<file path="config.mk">
export PLATFORM = sky130hd
export DESIGN_NAME = fifo_tx_serializer
export DESIGN_NICKNAME = d
export VERILOG_FILES = /design/src/rtl/tx_ser_pkg.sv /design/src/rtl/fifo_tx_serializer_bit_timer.sv /design/src/rtl/fifo_tx_serializer.sv
export SDC_FILE = /design/constraint.sdc
export NUM_CORES = 1
export LEC_CHECK = 0
export ABC_CLOCK_PERIOD_IN_PS = 3200
export BUFFER_PORTS_ARGS = -buffer_cell sky130_fd_sc_hd__clkbuf_2
export CAP_MARGIN = 20
export CORE_MARGIN = 10
export CORE_UTILIZATION = 36
export DETAILED_ROUTE_END_ITERATION = 7
export PLACE_DENSITY_LB_ADDON = 0.25
export SYNTH_ARGS = -nofsm -noshare
export SYNTH_HDL_FRONTEND = slang
export SYNTH_SLANG_ARGS = --single-unit
</file>
<file path="constraint.sdc">
create_clock -name clk -period 3.2 [get_ports clk]
set_clock_uncertainty 0.2 [all_clocks]
set_input_delay 0.48 -clock clk [delete_from_list [all_inputs] [get_ports clk]]
set_output_delay 0.48 -clock clk [all_outputs]
set_load 0.01 [all_outputs]
</file>
<file path="src/rtl/tx_ser_pkg.sv">
// Shared types and line levels for the FIFO-draining async-serial transmitter.
// Build option: define TX_PARITY_EN to insert an even-parity bit after the data bits.
package tx_ser_pkg;

`ifdef TX_PARITY_EN
  typedef enum logic [2:0] {
    S_IDLE, S_FETCH, S_LOAD, S_START, S_DATA, S_PARITY, S_STOP
  } tx_state_e;
  localparam int unsigned FRAME_BITS = 11;
`else
  typedef enum logic [2:0] {
    S_IDLE, S_FETCH, S_LOAD, S_START, S_DATA, S_STOP
  } tx_state_e;
  localparam int unsigned FRAME_BITS = 10;
`endif

  localparam logic IDLE_LEVEL  = 1'b1;
  localparam logic START_LEVEL = 1'b0;
  localparam logic STOP_LEVEL  = 1'b1;

endpackage

</file>
<file path="src/rtl/fifo_tx_serializer_bit_timer.sv">
// Free-running bit-period counter: wraps every CLKS_PER_BIT cycles and flags the wrap as a tick.
module bit_timer #(
  parameter int unsigned CLKS_PER_BIT = 16
) (
  input  logic clk,
  input  logic rst,
  input  logic clr_i,
  output logic tick_o
);

  localparam int unsigned     CW   = (CLKS_PER_BIT > 1) ? $clog2(CLKS_PER_BIT) : 1;
  localparam logic [CW-1:0]   LAST = CW'(CLKS_PER_BIT - 1);

  logic [CW-1:0] cnt_q, cnt_d;

  always_comb begin
    cnt_d = cnt_q;
    if (clr_i || (cnt_q == LAST)) begin
      cnt_d = '0;
    end else begin
      cnt_d = cnt_q + 1'b1;
    end
  end

  always_ff @(posedge clk or negedge rst) begin
    if (!rst) begin
      cnt_q <= '0;
    end else begin
      cnt_q <= cnt_d;
    end
  end

  assign tick_o = !clr_i && (cnt_q == LAST);

endmodule

</file>
<file path="src/rtl/fifo_tx_serializer.sv">
// Pops bytes from the upstream FIFO and sends them LSB-first as start/data/[parity]/stop frames.
// Build option: TX_PARITY_EN adds an even-parity bit between the data bits and the stop bit.
module fifo_tx_serializer
  import tx_ser_pkg::*;
#(
  parameter int unsigned CLKS_PER_BIT = 16,
  parameter int unsigned DATA_W       = 8
) (
  input  logic              clk,
  input  logic              rst,
  input  logic              tx_en,
  input  logic              nostock,
  input  logic [DATA_W-1:0] din,
  output logic              rd,
  output logic              txd,
  output logic              busy,
  output logic              frame_done
);

  localparam int unsigned   IW       = $clog2(DATA_W);
  localparam logic [IW-1:0] IDX_LAST = IW'(DATA_W - 1);

  tx_state_e         state_q;
  logic [DATA_W-1:0] shreg_q;
  logic [IW-1:0]     idx_q;
  logic              txd_q, rd_q, busy_q, done_q;
`ifdef TX_PARITY_EN
  logic              par_q;
`endif

  logic tmr_clr, tick, shift_en;

  // The timer only runs while bits are on the wire, so START always begins at count 0.
  assign tmr_clr  = (state_q == S_IDLE) || (state_q == S_FETCH) || (state_q == S_LOAD);
  assign shift_en = (state_q == S_DATA) && tick && (idx_q != IDX_LAST);

  bit_timer #(
    .CLKS_PER_BIT(CLKS_PER_BIT)
  ) u_bit_timer (
    .clk    (clk),
    .rst    (rst),
    .clr_i  (tmr_clr),
    .tick_o (tick)
  );

  always_ff @(posedge clk or negedge rst) begin
    if (!rst) begin
      state_q <= S_IDLE;
      idx_q   <= '0;
      txd_q   <= IDLE_LEVEL;
      rd_q    <= 1'b0;
      busy_q  <= 1'b0;
      done_q  <= 1'b0;
    end else begin
      rd_q   <= 1'b0;
      done_q <= 1'b0;
      unique case (state_q)
        S_IDLE: begin
          txd_q <= IDLE_LEVEL;
          if (tx_en && !nostock) begin
            state_q <= S_FETCH;
            rd_q    <= 1'b1;
            busy_q  <= 1'b1;
          end
        end
        S_FETCH: state_q <= S_LOAD;
        S_LOAD: begin
          idx_q   <= '0;
          txd_q   <= START_LEVEL;
          state_q <= S_START;
        end
        S_START: begin
          if (tick) begin
            txd_q   <= shreg_q[0];
            state_q <= S_DATA;
          end
        end
        // The next bit is presented from shreg_q[1] because the shift lands on the same edge.
        S_DATA: begin
          if (tick) begin
            if (idx_q == IDX_LAST) begin
`ifdef TX_PARITY_EN
              txd_q   <= par_q;
              state_q <= S_PARITY;
`else
              txd_q   <= STOP_LEVEL;
              state_q <= S_STOP;
`endif
            end else begin
              idx_q <= idx_q + 1'b1;
              txd_q <= shreg_q[1];
            end
          end
        end
`ifdef TX_PARITY_EN
        S_PARITY: begin
          if (tick) begin
            txd_q   <= STOP_LEVEL;
            state_q <= S_STOP;
          end
        end
`endif
        S_STOP: begin
          if (tick) begin
            txd_q   <= IDLE_LEVEL;
            busy_q  <= 1'b0;
            done_q  <= 1'b1;
            state_q <= S_IDLE;
          end
        end
        default: state_q <= S_IDLE;
      endcase
    end
  end

  // Payload registers carry no reset; a byte caught by reset is simply dropped.
  always_ff @(posedge clk) begin
    if (state_q == S_LOAD) begin
      shreg_q <= din;
`ifdef TX_PARITY_EN
      par_q   <= ^din;
`endif
    end else if (shift_en) begin
      shreg_q <= shreg_q >> 1;
    end
  end

  assign rd         = rd_q;
  assign txd        = txd_q;
  assign busy       = busy_q;
  assign frame_done = done_q;

endmodule

</file>
Word level (Yosys, flattened, before mapping). Index checks and enable logic that the tools add are counted.

Muxes and demuxes: 24. Reductions and logical operators: 18. $add $sub $neg: 2. Equal/unequal tests: 14.

Operators by type and width (number): $mux 3 (7); $pmux 3 s6 (1); $mux 8 (2); $mux 1 (10); $eq 3x3->1 const B (3); $ne 2x2->1 const B (4); $eq 3x2->1 const B (2); $pmux 3 s2 (1); $reduce_and 3->1 (2); $reduce_bool 2->1 (3); $pmux 1 s5 (1); $reduce_and 5->1 (1); $reduce_bool 5->1 (1); $add 4x1->4 const B (1); $eq 4x4->1 const B (1); $logic_and 1x1->1 (4); $mux 4 (1); $ne 2x1->1 const B (2); $reduce_and 4->1 (1); $add 3x1->3 const B (1); $eq 3x1->1 const B (1); $logic_not 3->1 (1); $logic_or 1x1->1 (3); $ne 3x3->1 const B (1); other kinds (2) (3).

Output and inout bits: 4. Register bits after elaboration: 22. Input bits: 12.

Depth between registers and ports, before layout. Gate-level depths: netlist of run 1.

Depth in word-level cells: 9. Depth in mapped cells: 6. Mapped depth without buffers: 6.

Hierarchy. Synthesis of run 1 repeated with hierarchy kept, for this count alone.

Cell total of the unflattened synthesis: 94. Area total of the unflattened synthesis: 1063.5 sq um.

Modules (own cells, without submodules): fifo_tx_serializer (instances 1, area an instance 888.4 sq um, sequential area each 491.7 sq um, cells an instance 79); bit_timer (instances 1, area an instance 175.2 sq um, sequential area each 100.1 sq um, cells an instance 15).

Worst setup path after synthesis of run 1. No wires, ideal clock.

Path type: register -> register. Start point: reg idx_q[0]. End point: reg shreg_q[0] (enable). Path buffers: 0. Stages on the path, launching flop included: 5. Arrival: 1.622 ns. Path slack: 1.002 ns. Setup time: 0.375 ns. Period minus slack after synthesis: 2.198 ns. Cell sequence: dfrtp_1 -> ha_1 -> ha_1 -> or3_1 -> a21oi_1.

Cells in the longest elaborated chain, start to end: 3.

Ends and longest elaborated chain: start: declaration (line fifo_tx_serializer.sv:25) `logic [IW-1:0] idx_q;`; start signal: assignment (line fifo_tx_serializer.sv:90) `idx_q <= idx_q + 1'b1;`; $ne 3x3->1 (line fifo_tx_serializer.sv:35) `assign shift_en = (state_q == S_DATA) && tick && (idx_q != IDX_LAST);`; $logic_and 1x1->1 (line fifo_tx_serializer.sv:35); $reduce_bool 2->1 (no source line); end signal: assignment (line fifo_tx_serializer.sv:119) `shreg_q <= din;`; end signal: assignment (line fifo_tx_serializer.sv:124) `shreg_q <= shreg_q >> 1;`; end: declaration (line fifo_tx_serializer.sv:24) `logic [DATA_W-1:0] shreg_q;`.

No other way between the ends. A chain may end at the register's enable or synchronous reset.

Final worst setup path of run 1.
Start point: reg idx_q[0]. End point: reg shreg_q[1] (enable).

Same word-level chain as after synthesis.

==> flow_metrics.tcl, run 1 <==
set metrics [dict create \
    outcome "completed" \
    ys_warn_count 0 \
    place_inst 135 \
    clk_pin_slew_worst_paths_ns 0.12 \
    fin_util 0.4295 \
    leakage_uw 0.0005744 \
    reg2reg_slack_ns 0.82 \
    dieWidth_um 75.27 \
    start_util 0.3888 \
    vias_per_cell 5.329 \
    cts_tree "yes" \
    clock_sinks 22 \
    track_usage 0.07736 \
    timing.setup.tns_ns 0 \
    cts-resized-gates 0 \
    max-vdd-ir-drop_mv 0.1162 \
    cp.required_ns 2.95 \
    drive_gt1_frac 0.2752 \
    ys_seq_area_frac 0.5381 \
    fin_crit_sh 0.7426 \
    critPathCaptureType "flop" \
    antenna_found_initial 0 \
    async_reset_ff_frac 0.6364 \
    reg2regPathDepth 4 \
    hold_end "rd$_DFF_PN0_" \
    startpoint_type "flop" \
    synth_edf_count 8 \
    power_frac_seq 0.675 \
    place.gp.congestion 0.7538 \
    place_area_um2 1179 \
    clk-insertion-delay-late_ns 0.30 \
    wl_per_cell_um 14.30 \
    synth-seq-cells 22 \
    detail-route-antenna-nets 0 \
    maxCapViolCount 0 \
    switchingPower_uw 85.57 \
    clk_path_buf_depth 2 \
    die-area_um2 5666 \
    timing.rr.start "idx_q[0]$_DFFE_PN0P_" \
    grt_max_degree 20 \
    overflow 0 \
    rsz0062_at_grt "false" \
    holdBufCountCts 1 \
    final_cell_area_um2 1215 \
    io_pins 16 \
    drc 0 \
    grt_pass1_wl_um 3415 \
    num-nets-final 125 \
    firstDrtPassIters 4 \
    routed_wl_um 2002 \
    synth.avg_cell_area_um2 11.70 \
    synth_nets 109 \
    clkPwrFrac 0.297 \
    total_power_uw 431.5 \
    port_buffers 15 \
    grt_pass1_vias 749 \
    rows 19 \
    hold_depth 3 \
    drt_iter0_drc 33 \
    cts-root-buf "clkbuf_4" \
    mappedNetlistArea_um2 1100 \
    fmax_ghz 0.4208 \
    powerDensity_nw_per_um2 355.2 \
    hold_class "in2reg" \
    post-dp-hpwl_um 1533 \
    hp-start "tx_en" \
    diodes 0 \
    slew_viol_final 0 \
    finalSetupViolCount 0 \
    timing_hold_violations_final 0 \
    worst_r2r_endpoint "shreg_q[1]$_DFFE_PP_" \
    intPower_uw 345.9 \
    coreArea_um2 2829 \
    worstPathMaxFanout 8 \
    critPathKind "reg2reg" \
    arrival_ns 2.13 \
    slew_headroom 0.5166 \
    via_count 746 \
    cts_setup_buffers 0 \
    fin_cells 140 \
    fin_crit_ns 2.376 \
    switching_share 0.1983 \
    synthToLayoutAreaGrowth_pct 10.47 \
    postSynthCellCount 94 \
    cts_buffers 3 \
    fp.dieH_um 75.27 \
    synth_ff_type "dfrtp_1" \
    synth_cell_types 35 \
    cts_htree_levels 1 \
    tightest_slew_ns 0.7251 \
    num-fill-cells 273 \
    comb_power_share 0.028 \
]
## logic make-up (layout without fill, tap and decap cells)
| kind of cell | Yosys count | count (layout) | synth area share |
|---|---|---|---|
| buffers and inverters | 8 | 23 | 0.04551 |
| muxes | 8 | 8 | 0.1047 |
| AOI/OAI and AO/OA | 21 | 21 | 0.1206 |
| xor gates and xnor gates | 2 | 2 | 0.01593 |
| DFF | 22 | 22 | 0.5381 |
| and+or+nand+nor | 30 | 30 | 0.1411 |
| adders and majority gates | 3 | 3 | 0.03413 |
## how the worst max path moves through the flow
stage | start | to | cells after the start
3_3_place_gp | idx_q[0]$_DFFE_PN0P_ | shreg_q[4]$_DFFE_PP_ | 4
6_report | idx_q[0]$_DFFE_PN0P_ | shreg_q[1]$_DFFE_PP_ | 4
5_1_grt | idx_q[0]$_DFFE_PN0P_ | shreg_q[6]$_DFFE_PP_ | 4
3_5_place_dp | idx_q[0]$_DFFE_PN0P_ | shreg_q[6]$_DFFE_PP_ | 4
4_1_cts | idx_q[0]$_DFFE_PN0P_ | shreg_q[1]$_DFFE_PP_ | 4
2_1_floorplan | idx_q[0]$_DFFE_PN0P_ | shreg_q[0]$_DFFE_PP_ | 4
## Yosys cell counts (2+ instances only)
| library cell | count | area (um^2) |
|---|---|---|
| nand3_1 | 2 | 10.01 |
| mux2_4 | 7 | 105.1 |
| buf_6 | 2 | 22.52 |
| and3_1 | 2 | 12.51 |
| o21ai_1 | 2 | 10.01 |
| nand2_1 | 8 | 30.03 |
| a22oi_1 | 2 | 15.01 |
| o21ai_0 | 5 | 25.02 |
| dfrtp_1 | 13 | 325.3 |
| buf_2 | 4 | 20.02 |
| a21oi_1 | 3 | 15.01 |
| nor2_1 | 7 | 26.28 |
| nor3_1 | 4 | 20.02 |
| edfxtp_1 | 8 | 240.2 |
| o22ai_1 | 2 | 12.51 |
| inv_1 | 2 | 7.510 |
| ha_1 | 3 | 37.54 |
## flip-flops by register name (all words and copies together), names as in the netlist
name	cells
state_q	3
frame_done	1
idx_q	3
shreg_q	8
busy	1
u_bit_timer.cnt_q	4
rd	1
txd	1
## area by class of cell
| cell class | instances | area, um^2 | share of cell area |
|---|---|---|---|
| sequential | 22 | 591.8 | 0.4871 |
| timing repair buffer | 17 | 92.59 | 0.07621 |
| inverter | 2 | 7.507 | 0.006179 |
| tap | 31 | 38.79 | 0.03193 |
| clock buffer | 4 | 26.28 | 0.02163 |
| multi-input combinational | 64 | 457.9 | 0.3769 |
## critical path, cell delays in order, from the launching register on
cell     delay, ns
dfrtp_1       0.43
ha_1          0.21
ha_1          0.23
or3_1         0.36
a21oi_1       0.60
## cell usage in the layout, fill, tap and decap left out, drive strengths merged, types with 2 or more instances in the layout
| cell | instances |
|---|---|
| nand2 | 8 |
| nor2 | 7 |
| nor3 | 5 |
| o21ai | 7 |
| nand3 | 2 |
| a22oi | 2 |
| dfrtp | 13 |
| clkbuf | 19 |
| a21o | 2 |
| inv | 2 |
| ha | 3 |
| a21oi | 3 |
| and3 | 2 |
| mux2 | 7 |
| edfxtp | 8 |
| o22ai | 2 |
## power by group through the flow
| stage | Clock [uW] | Sequential [uW] | Combinational, uW |
|---|---|---|---|
| after global routing | 143 | 291 | 13.9 |
| final | 128 | 291 | 12.3 |
| after floorplan | 0 | 297 | 0.715 |
| after global placement | 0 | 297 | 11.4 |
| after CTS | 135 | 291 | 12.9 |
| after detailed placement | 0 | 297 | 11.9 |
## stage by stage
| stage | setup WS, ns | hold slack, ns |
|---|---|---|
| after global routing | 0.6910 | 0.2273 |
| final | 0.8237 | 0.2147 |
| after global placement | 0.8700 | 0.2002 |
| after detailed placement | 0.7905 | 0.2105 |
| after CTS | 0.7883 | 0.2082 |
| after floorplan | 1.002 | -0.01559 |
## metal layers
metal	up-vias	GRT usage	routed length [um]
li1	372	-	-
met1	359	0.09977	950
met2	11	0.1190	929
met3	4	0.02628	100
met4	0	0.02474	21
met5	-	0	0
(Power assumes the default switching activity.)
==> inputs of run 2 (changes only) <==
Settings changed: ABC_CLOCK_PERIOD_IN_PS 3200 to 2000.
Clock period 3.2 ns to 2 ns, I/O delays scaled along.
==> run 2 against run 1 <==
Sequential power up 60%; maximum frequency up 23%; routed wire length up 7.7%; critical path type unchanged; final cell count up 7.1%; critical endpoint is now shreg_q[2]$_DFFE_PP_; die area unchanged; cell area up 9.3%; register-to-register slack worse by 0.76 ns; sequential share of layout area down 4.1 points.
==> flow_metrics.tcl, run 2 (synthesis gave the netlist of run 1 again) <==
set metrics [dict create \
    routed_wl_um 2156 \
    switching_share 0.1925 \
    cp.required_ns 1.84 \
    final_common_cell "clkbuf_2" \
    fin_crit_ns 1.937 \
    die-area_um2 5666 \
    powerDensity_nw_per_um2 586.4 \
    diodes 0 \
    detail-route-antenna-nets 0 \
    fp.dieH_um 75.27 \
    drive_gt1_frac 0.3613 \
    critPathKind "reg2reg" \
    intPower_uw 628.6 \
    startpoint_type "flop" \
    comb_power_share 0.025 \
    clk-insertion-delay-late_ns 0.32 \
    worstPathMaxFanout 4 \
    largestRegisters "shreg_q: 8 flops, u_bit_timer.cnt_q: 4 flops" \
    cts_buffers 3 \
    firstDrtPassIters 4 \
    slowest_delay_ns 0.40 \
    hold_class "in2reg" \
    cts_tree "yes" \
    outcome "completed" \
    top_register "shreg_q" \
    hold_depth 3 \
    io_pins 16 \
    tightest_slew_ns 0.3441 \
    drt_iter0_drc 60 \
    critPathSlowestCell "dfrtp_1" \
    rows 19 \
    drc 0 \
    grt_pass1_wl_um 3588 \
    finalSetupViolCount 0 \
    start_util 0.3888 \
    layout_common_cells "15 x clkbuf_2, 13 x dfrtp_1, 11 x buf_4, 8 x nand2_1, 8 x edfxtp_1" \
    grt_pass1_vias 787 \
    clk_path_buf_depth 2 \
    overflow 0 \
    switchingPower_uw 149.8 \
    largest_reg_flops 8 \
    rsz0062_at_grt "false" \
    port_buffers 15 \
    cts_htree_levels 1 \
    fin_crit_sh 0.9683 \
    maxCapViolCount 0 \
    timing_hold_violations_final 0 \
    reg2regPathDepth 5 \
    slew_viol_final 0 \
    place.gp.congestion 0.7241 \
    grt_max_degree 15 \
    slew_headroom 0.7706 \
    critPathCaptureType "flop" \
    wl_per_cell_um 14.37 \
    via_count 800 \
    cpMostUsedCell "ha_1" \
    clock_sinks 22 \
    pre_cts_slack_ns -0.02596 \
    fmax_ghz 0.5164 \
    path_cells "ha_1 > ha_1 > or3_4 > a21oi_4 > buf_4" \
    dieWidth_um 75.27 \
    vias_per_cell 5.333 \
    arrival_ns 1.78 \
    num-fill-cells 264 \
    track_usage 0.08385 \
    leakage_uw 0.0006354 \
    post-dp-hpwl_um 1591 \
    cts-root-buf "clkbuf_4" \
    antenna_found_initial 0 \
    max-vdd-ir-drop_mv 0.1874 \
    coreArea_um2 2829 \
    num-nets-final 135 \
    fin_util 0.4693 \
    synthToLayoutAreaGrowth_pct 20.71 \
    worst_slack_ns 0.06341 \
    clkPwrFrac 0.376 \
    worst_hold_slack_ns 0.02534 \
    power_frac_seq 0.599 \
    total_power_uw 778.5 \
    clk_pin_slew_worst_paths_ns 0.13 \
    timing.setup.tns_ns 0 \
]
[run 2: changes by cell type in the layout (fill, tap and decap cells not counted), sizes merged]
cell / before / now
buf: 1 / 11
[run 2: critical path, delay by kind of cell (launching register included)]
family                     cells  cell delay [ns]
buffers and inverters          1             0.15
and+or+nand+nor                1             0.38
adders and majority gates      2             0.39
DFF                            1             0.40
AOI/OAI and AO/OA              1             0.13
[run 2: what timing repair did]
| item | 4_1_cts | 5_1_grt |
|---|---|---|
| resized for setup | 0 | 1 |
| hold buffers | 1 | 0 |
| pin swaps | 1 | 0 |
| gates cloned | 0 | 0 |
| endpoints found under the setup margin | 8 | 8 |
| buffers inserted | 2 | 1 |
| hold endpoints to repair | 14 | 0 |
[run 2: final timing paths]
kind | start | endpoint | slack (ns)
max | idx_q[0]$_DFFE_PN0P_ | shreg_q[2]$_DFFE_PP_ | 0.06
min | tx_en | rd$_DFF_PN0_ | 0.03
max reg2reg | idx_q[0]$_DFFE_PN0P_ | shreg_q[2]$_DFFE_PP_ | 0.06
min reg2reg | u_bit_timer.cnt_q[0]$_DFF_PN0_ | u_bit_timer.cnt_q[0]$_DFF_PN0_ | 0.29
max in group asynchronous | rst | txd$_DFFE_PN1P_ | 1.11
min in group asynchronous | rst | u_bit_timer.cnt_q[1]$_DFF_PN0_ | 0.20
[run 2: area by class of cell]
| cell class | count | area (um^2) | area share |
|---|---|---|---|
| well taps | 31 | 38.79 | 0.02922 |
| multi-input cells | 64 | 474.2 | 0.3572 |
| inverters | 2 | 7.507 | 0.005655 |
| clock buffers | 4 | 47.55 | 0.03582 |
| repair buffers | 27 | 167.7 | 0.1263 |
| flip-flops and latches | 22 | 591.8 | 0.4458 |
[run 2: through the flow]
| step | std cells | instance area [um^2] |
|---|---|---|
| 2_1_floorplan | 94 | 1111 |
| 3_3_place_gp | 142 | 1242 |
| 3_5_place_dp | 142 | 1242 |
| 4_1_cts | 149 | 1315 |
| 5_1_grt | 150 | 1328 |
| 6_report | 150 | 1328 |
[run 2: per-layer routing]
layer | vias to the layer above | part of all wire | global-route usage
met4 | 0 | 0.021 | 0.04948
met2 | 20 | 0.48 | 0.1248
li1 | 392 | - | -
met1 | 383 | 0.44 | 0.1044
met5 | - | 0 | 0
met3 | 5 | 0.055 | 0.02628
[run 2: power by group through the flow]
stage	registers (uW)	logic, uW	clock network, uW
2_1_floorplan	476	1.14	0
3_3_place_gp	475	18.8	0
3_5_place_dp	475	18.8	0
4_1_cts	466	20.3	306
5_1_grt	466	22.2	320
6_report	466	19.5	293
==> inputs of run 3 (changes only) <==
Settings changed: CTS_BUF_LIST from default to sky130_fd_sc_hd__clkbuf_4.
==> run 3 against run 2 <==
Power increased by 6.3%; largest power group unchanged; sequential power about the same; via count unchanged; hold slack did not move; core utilization increased by 0.18 points; highest routed layer unchanged; maximum frequency is essentially flat; sequential cell count did not move; combinational power is essentially flat; register-to-register slack about the same; routed wire length is the same; sequential share of layout area down 0.17 points.
==> flow_metrics.tcl, run 3 (synthesis gave the netlist of run 1 again) <==
set metrics [dict create \
    outcome "completed" \
    worst_slack_ns 0.06363 \
    dieWidth_um 75.27 \
    final_common_cell "clkbuf_2" \
    startpoint_type "flop" \
    via_count 800 \
    finalSetupViolCount 0 \
    diodes 0 \
    max-vdd-ir-drop_mv 0.2639 \
    fin_crit_ns 1.936 \
    critical_path_depth 5 \
    detail-route-antenna-nets 0 \
    crit_end "shreg_q[2]$_DFFE_PP_" \
    track_usage 0.08385 \
    slew_headroom 0.7706 \
    top_register "shreg_q" \
    num-nets-final 135 \
    largest_reg_flops 8 \
    cp.required_ns 1.84 \
    clk_path_buf_depth 2 \
    synthToLayoutAreaGrowth_pct 21.16 \
    place.gp.congestion 0.7241 \
    place_area_um2 1242 \
    clock_sinks 22 \
    maxCapViolCount 0 \
    met2_length_um 1036 \
    hold_depth 3 \
    met1_length_um 954 \
    powerDensity_nw_per_um2 620.8 \
    fin_crit_sh 0.9682 \
    post-dp-hpwl_um 1591 \
    grt_pass1_vias 787 \
    wl_met3_um 119 \
    critPathSlowestCell "dfrtp_1" \
    fp.dieH_um 75.27 \
    port_buffers 15 \
    top_layer_used "met4" \
    coreArea_um2 2829 \
    drc 0 \
    rows 19 \
    slowest_delay_ns 0.40 \
    critPathCaptureType "flop" \
    clk-insertion-delay-late_ns 0.32 \
    largestRegisters "shreg_q: 8 flops, u_bit_timer.cnt_q: 4 flops" \
    worstPathMaxFanout 4 \
    layout_common_cells "15 x clkbuf_2, 13 x dfrtp_1, 11 x buf_4, 8 x nand2_1, 8 x edfxtp_1" \
    total_power_uw 827.3 \
    tightest_slew_ns 0.3441 \
    overflow 0 \
    vias_per_cell 5.333 \
    cpMostUsedCell "ha_1" \
    cts_tree "yes" \
    clk_pin_slew_worst_paths_ns 0.13 \
    hold_class "in2reg" \
    path_cells "ha_1 > ha_1 > or3_4 > a21oi_4 > buf_4" \
    hp-start "tx_en" \
    antenna_found_initial 0 \
    fmax_ghz 0.5164 \
    grt_pass1_wl_um 3588 \
    worst_r2r_endpoint "shreg_q[2]$_DFFE_PP_" \
    drt_iter0_drc 60 \
    cts_buffers 3 \
    firstDrtPassIters 4 \
    cts_htree_levels 1 \
    crit_buf_inv 1 \
    fin_util 0.4710 \
    start_util 0.3888 \
    wl_per_cell_um 14.37 \
    crit_start "idx_q[0]$_DFFE_PN0P_" \
    reg2regPathDepth 5 \
    timing.setup.tns_ns 0 \
    drive_gt1_frac 0.3613 \
    routed_wl_um 2156 \
    arrival_ns 1.78 \
    num-fill-cells 263 \
    io_pins 16 \
    cp_top_family "flip-flops" \
    final_cell_area_um2 1333 \
    rsz0062_at_grt "false" \
    slew_viol_final 0 \
    leakage_uw 0.0006372 \
    timing_hold_violations_final 0 \
    die-area_um2 5666 \
    timing.rr.start "idx_q[0]$_DFFE_PN0P_" \
    reg2reg_slack_ns 0.06 \
    critPathKind "reg2reg" \
    pre_cts_slack_ns -0.02596 \
    cts-root-buf "clkbuf_4" \
    grt_max_degree 15 \
]
## run 3: cell types whose count changed in the layout (fill, tap and decap cells not counted), sizes merged
cell / before / now
clkbuf: 19 / 18
bufinv: 0 / 1
## run 3: per-layer routing
| layer | track usage | vias up |
|---|---|---|
| met1 | 0.1044 | 383 |
| met3 | 0.02628 | 5 |
| met2 | 0.1248 | 20 |
| met4 | 0.04948 | 0 |
| met5 | 0 | - |
| li1 | - | 392 |
## run 3: report_power, final
group          total (uW)  internal (uW)  switching (uW)
clock                 342            203             139
combinational        19.5           10.4            9.12
sequential            466            465           0.466
## run 3: timing repair
item                                    CTS  global route
cloned                                    0             0
resized for setup                         0             1
endpoints found under the setup margin    8             8
hold buffers                              1             0
buffers inserted                          2             1
endpoints found under the hold margin    14             0
pin swaps                                 1             0
## run 3: area by class of cell
cell class | count | area (um^2) | share of cell area
clock buffer | 3 | 22.52 | 0.01690
clock inverter | 1 | 30.03 | 0.02254
inverter | 2 | 7.507 | 0.005634
multi-input combinational | 64 | 474.2 | 0.3559
sequential | 22 | 591.8 | 0.4441
tap | 31 | 38.79 | 0.02911
timing repair buffer | 27 | 167.7 | 0.1258
## run 3: how the worst min path moves through the flow
stage | end | slack [ns]
3_5_place_dp | u_bit_timer.cnt_q[1]$_DFF_PN0_ | 0.02
4_1_cts | rd$_DFF_PN0_ | 0.02
6_report | rd$_DFF_PN0_ | 0.03
2_1_floorplan | busy$_DFFE_PN0P_ | -0.20
5_1_grt | rd$_DFF_PN0_ | 0.04
3_3_place_gp | idx_q[2]$_DFFE_PN0P_ | 0.02
## run 3: stage by stage
stage               hold WS [ns]  std cells
floorplan                -0.1956         94
global placement         0.02270        142
detailed placement       0.01982        142
CTS                      0.01522        149
global route             0.03877        150
finish                   0.02534        150
## run 3: worst min-delay path, cell delays in order
cell and delay [ns]:
clkbuf_2 0.08, nand2_1 0.08, nor3_1 0.06
